### src/rtl/uart_pkg.sv
// Shared UART-side constants and helpers for the reader datapath.
// Holds the ASCII line terminators, default prefixes and the nibble-to-hex character map.
`timescale 1ns/1ps
package uart_pkg;

  localparam logic [7:0] ASCII_CR       = 8'h0D;
  localparam logic [7:0] ASCII_LF       = 8'h0A;
  localparam logic [7:0] PREFIX_OK_DEF  = 8'h3E;
  localparam logic [7:0] PREFIX_ERR_DEF = 8'h21;

  typedef enum logic [1:0] {
    ST_IDLE,
    ST_ISSUE,
    ST_PULSE,
    ST_WAIT
  } fmt_state_t;

  // Uppercase hex: 0-9 -> '0'..'9', A-F -> 'A'..'F'.
  function automatic logic [7:0] nibble_to_ascii(input logic [3:0] n);
    if (n < 4'd10) return 8'h30 + {4'h0, n};
    else           return 8'h37 + {4'h0, n};
  endfunction

endpackage

### src/rtl/uart_id_formatter.sv
// Renders one tag ID per handshake as "<prefix><hex...>\r\n" and feeds it to the UART
// transmitter one byte at a time over its send/ready handshake.
`timescale 1ns/1ps
module uart_id_formatter
  import uart_pkg::*;
#(
  parameter int         ID_BITS    = 96,
  parameter logic [7:0] PREFIX_OK  = PREFIX_OK_DEF,
  parameter logic [7:0] PREFIX_ERR = PREFIX_ERR_DEF
) (
  input  logic               clk,
  input  logic               rst,
  input  logic [ID_BITS-1:0] id_data,
  input  logic               id_crc_ok,
  input  logic               id_valid,
  output logic               id_ready,
  input  logic               uart_ready,
  output logic               uart_send,
  output logic [7:0]         uart_byte,
  output logic               busy
);

  localparam int HEX_CHARS = ID_BITS / 4;
  localparam int N         = HEX_CHARS + 3;
  localparam int IDX_W     = $clog2(N);
  localparam logic [IDX_W-1:0] IDX_CR = IDX_W'(N - 2);
  localparam logic [IDX_W-1:0] IDX_LF = IDX_W'(N - 1);

  generate
    if ((ID_BITS < 4) || ((ID_BITS % 4) != 0)) begin : g_bad_id_bits
      $error("uart_id_formatter: ID_BITS must be a positive multiple of 4");
    end
  endgenerate

  fmt_state_t         state, state_nx;
  logic [ID_BITS-1:0] shift, shift_nx;
  logic [IDX_W-1:0]   idx, idx_nx;
  logic [7:0]         prefix, prefix_nx;
  logic               send_nx;
  logic [7:0]         byte_nx;
  logic [7:0]         cur_char;
  logic               is_hex;

  assign id_ready = (state == ST_IDLE) && !rst;
  assign busy     = (state != ST_IDLE);

  // Index 0 is the prefix, the last two are CR/LF, everything between is hex.
  always_comb begin
    is_hex   = (idx != '0) && (idx < IDX_CR);
    cur_char = nibble_to_ascii(shift[ID_BITS-1 -: 4]);
    if (idx == '0)         cur_char = prefix;
    else if (idx == IDX_CR) cur_char = ASCII_CR;
    else if (idx == IDX_LF) cur_char = ASCII_LF;
  end

  always_comb begin
    state_nx  = state;
    shift_nx  = shift;
    idx_nx    = idx;
    prefix_nx = prefix;
    send_nx   = 1'b0;
    byte_nx   = uart_byte;
    case (state)
      ST_IDLE: begin
        if (id_valid) begin
          shift_nx  = id_data;
          prefix_nx = id_crc_ok ? PREFIX_OK : PREFIX_ERR;
          idx_nx    = '0;
          state_nx  = ST_ISSUE;
        end
      end
      ST_ISSUE: begin
        if (uart_ready) begin
          send_nx  = 1'b1;
          byte_nx  = cur_char;
          if (is_hex) shift_nx = shift << 4;
          state_nx = ST_PULSE;
        end
      end
      // The transmitter only drops ready after sampling send, so ready is not looked at here.
      ST_PULSE: begin
        state_nx = ST_WAIT;
      end
      ST_WAIT: begin
        if (uart_ready) begin
          if (idx == IDX_LF) begin
            idx_nx   = '0;
            state_nx = ST_IDLE;
          end else begin
            idx_nx   = idx + 1'b1;
            state_nx = ST_ISSUE;
          end
        end
      end
      default: state_nx = ST_IDLE;
    endcase
  end

  always_ff @(posedge clk or posedge rst) begin
    if (rst) begin
      state     <= ST_IDLE;
      shift     <= '0;
      idx       <= '0;
      prefix    <= 8'h00;
      uart_send <= 1'b0;
      uart_byte <= 8'h00;
    end else begin
      state     <= state_nx;
      shift     <= shift_nx;
      idx       <= idx_nx;
      prefix    <= prefix_nx;
      uart_send <= send_nx;
      uart_byte <= byte_nx;
    end
  end

endmodule
### config.mk
export PLATFORM = sky130hd
export DESIGN_NAME = uart_id_formatter
export DESIGN_NICKNAME = d
export VERILOG_FILES = /design/src/rtl/uart_pkg.sv /design/src/rtl/uart_id_formatter.sv
export SDC_FILE = /design/constraint.sdc
export NUM_CORES = 1
export LEC_CHECK = 0
export BUFFER_PORTS_ARGS = -buffer_cell sky130_fd_sc_hd__buf_2
export CORE_MARGIN = 4
export CORE_UTILIZATION = 55
export DETAILED_ROUTE_END_ITERATION = 16
export HOLD_SLACK_MARGIN = 0.08
export PLACE_DENSITY_LB_ADDON = 0.1
export SETUP_SLACK_MARGIN = 0.4
export SKIP_LAST_GASP = 1
export SYNTH_ARGS = -nofsm -noshare
export SYNTH_HDL_FRONTEND = slang
export SYNTH_SLANG_ARGS = --single-unit
### constraint.sdc
create_clock -name clk -period 4.5 [get_ports clk]
set_input_delay 0.675 -clock clk [delete_from_list [all_inputs] [get_ports clk]]
set_output_delay 0.675 -clock clk [all_outputs]
set_load 0.005 [all_outputs]
==> flow_summary.json <==
{
  "status": "complete, no violations",
  "final_common_cell": "dfrtp_1",
  "wire_per_inst_um": 14.6,
  "maxCapViolCount": 0,
  "dp_hpwl_um": 7410,
  "drv_slew": 0,
  "yosysSeqAreaShare_pct": 52.1,
  "grt_first_pass_wirelength_um": 19000,
  "postLayoutCellArea_mm2": 0.00661,
  "grt_max_degree": 193,
  "syn_area_per_cell_um2": 10.3,
  "cp.arrival_ps": 2990,
  "fin_crit_sh_pct": 59.0,
  "timing.rr.start": "state[1]",
  "rsz0062_at_grt": "false",
  "drt-pass1-iter-count": 4,
  "drcViolationCount": 0,
  "final_antenna_net_count": 0,
  "core_mm2": 0.00973,
  "ys_seq_elements": 114,
  "slew-limit-headroom_pct": 29.9,
  "grtUsageMet3_pct": 7.62,
  "numClockSinks": 114,
  "cp-end-kind": "flip-flop",
  "port_buffers": 110,
  "synth_fp_nets": 644,
  "die_x_um": 108,
  "h-tree-depth": 4,
  "worstSetupStartpointType": "flip-flop",
  "cts_buffers": 17,
  "final_cell_mix": "dfrtp_1 (114), buf_2 (110), nor2_1 (100)",
  "hp-class": "input pin to flip-flop",
  "cts.reportedPaths.clkPinSlew_ps": 60,
  "syn-instance-count": 534,
  "root_buffer": "clkbuf_8",
  "yosysWarnings": 0,
  "post_cts_buffers": 0,
  "clock_path_buffers": 2,
  "start_util_pct": 56.3,
  "dpl-instance-area_mm2": 0.00608,
  "vias_per_cell": 5.27,
  "p_leak_uw": 0.00301,
  "tightest_slew_ps": 1050,
  "syn-cell-area_mm2": 0.00548,
  "multi_input_area_mm2": 0.00241,
  "hold_depth": 2,
  "dr.first_iter.drc_count": 247,
  "fp-row-count": 36,
  "postCtsHoldBufs": 0,
  "syn_to_final_growth_pct": 20.6,
  "final_layout_size_suffix_gt1_share_pct": 23.8,
  "top_usage_layer": "met2",
  "cts_resized": 0,
  "r2r_cells": 6,
  "r2r_slack_ps": 1850,
  "grt_pass1_vias": 3988,
  "critPathRequiredTime_ps": 4840,
  "finalSetupTns_ps": 0,
  "grt_usage_pct": 20.7,
  "fin_crit_ps": 2650,
  "die_h_um": 108,
  "fillers": 818,
  "hold_viol": 0,
  "max_freq_mhz": 377,
  "dr_total_vias": 4095,
  "critPathKind": "flip-flop to flip-flop",
  "gp_congestion": 0.838,
  "peakVddDrop_v": 0.000531,
  "cp_max_fo": 51,
  "cts_tree": "done",
  "critPathLaunch": "state[1]",
  "dieArea_mm2": 0.0116,
  "insertion_delay_ps": 500,
  "synth_cell_types": 40,
  "use_met2_pct": 31.7,
  "r2r-end": "shift[5]",
  "seqCellArea_mm2": 0.00285,
  "finalNetCount": 741,
  "p_per_area_mw_per_mm2": 732,
  "groute.layer.met1.usage_pct": 27.7,
  "wl_um": 11400,
  "endpoint": "shift[5]",
  "setup_viol": 0,
  "fin_skew_ps": 13.6,
  "grt_overflow": 0,
  "grt_antenna_before_repair": 3,
  "io_pins": 112
}
logic make-up (layout without fill, tap and decap cells):
kind of cell,Yosys count,after routing,share of synthesized area (%)
simple gates,132,132,10.4
compound gates,129,129,12.9
flops,114,114,52.1
mux,98,98,18.0
buf+inv,50,159,4.41
fa+ha+maj,9,9,2.06
other cells,1,2,0.0684
xor+xnor,1,1,0.160
power by group:
part           internal (uW)  switching (uW)  total (uW)
clock network            723             467        1190
registers               1520             288        1810
logic                    824            1020        1840
worst min path at each step:
stage,from,to
2_1_floorplan,prefix[5],prefix[5]
3_3_place_gp,uart_byte[2],uart_byte[2]
3_5_place_dp,prefix[5],prefix[5]
4_1_cts,id_crc_ok,prefix[0]
5_1_grt,id_crc_ok,prefix[0]
6_report,id_crc_ok,prefix[0]
worst max-delay path: stages, from the launching register on:
cell,delay [ps]
dfrtp_1,410
inv_1,150
ha_4,150
buf_4,630
buf_4,740
mux2i_1,270
a21oi_1,90
final cells by class:
type | count | share of cell area, %
Sequential cell | 114 | 43.2
Multi-Input combinational cell | 370 | 36.4
Timing Repair Buffer | 114 | 8.97
Clock buffer | 17 | 6.27
Tap cell | 133 | 2.52
Clock inverter | 14 | 1.76
Inverter | 14 | 0.833
Antenna cell | 1 | 0.0379
flip-flops by register name, indices dropped and copies added, names as in the netlist:
signal and count:
state 2, idx 5, prefix 3, shift 96
uart_byte 7, uart_send 1
synth_stat cells:
library cell / n / area, um2
o22ai_1: 1 / 6.26
buf_2: 13 / 65.1
mux2i_1: 95 / 951
buf_4: 10 / 75.1
o211ai_1: 1 / 7.51
nor4b_2: 1 / 15.0
conb_1: 1 / 3.75
nor4_1: 1 / 6.26
o2bb2ai_1: 1 / 8.76
dfrtp_1: 114 / 2850
nor2_1: 100 / 375
nand4b_1: 1 / 8.76
or3_1: 1 / 6.26
a21o_1: 3 / 22.5
nand2_1: 10 / 37.5
clkbuf_1: 13 / 48.8
o41ai_2: 1 / 16.3
o221ai_1: 1 / 8.76
inv_1: 14 / 52.6
o21bai_1: 1 / 7.51
or2_0: 1 / 6.26
nand3_1: 3 / 15.0
o21ai_0: 11 / 55.1
a31oi_1: 3 / 18.8
xnor2_1: 1 / 8.76
a21oi_1: 99 / 495
nand3b_1: 5 / 37.5
a22o_1: 1 / 8.76
o31ai_1: 2 / 15.0
or3b_2: 1 / 8.76
o311a_1: 1 / 10.0
nand2b_1: 1 / 6.26
nor2b_1: 2 / 12.5
mux2_2: 3 / 33.8
a221oi_1: 1 / 8.76
a21boi_0: 1 / 7.51
ha_1: 9 / 113
a22oi_1: 1 / 7.51
and4b_1: 2 / 20.0
nor3_1: 3 / 15.0
metrics by stage:
step / std cells / hold slack, ps / util (%) / total power [uW] / setup slack (ps)
final: 777 / 380 / 67.9 / 4840 / 1850
after global routing: 777 / 362 / 67.9 / 5230 / 1660
after CTS: 776 / 356 / 67.9 / 4880 / 1860
after detailed placement: 745 / 463 / 62.4 / 3660 / 1860
after global placement: 745 / 457 / 62.4 / 3570 / 1940
after floorplan: 534 / 435 / - / 3280 / 809
layer usage:
metal  vias to the layer above  routed length (um)  share of wire [%]
met5                         -                  21               0.18
met1                      1909                5290                 47
met4                         4                 160                1.4
met3                        16                 662                5.8
li1                       2060                   -                  -
met2                       106                5240                 46
Power figures use the tool's default switching activity.
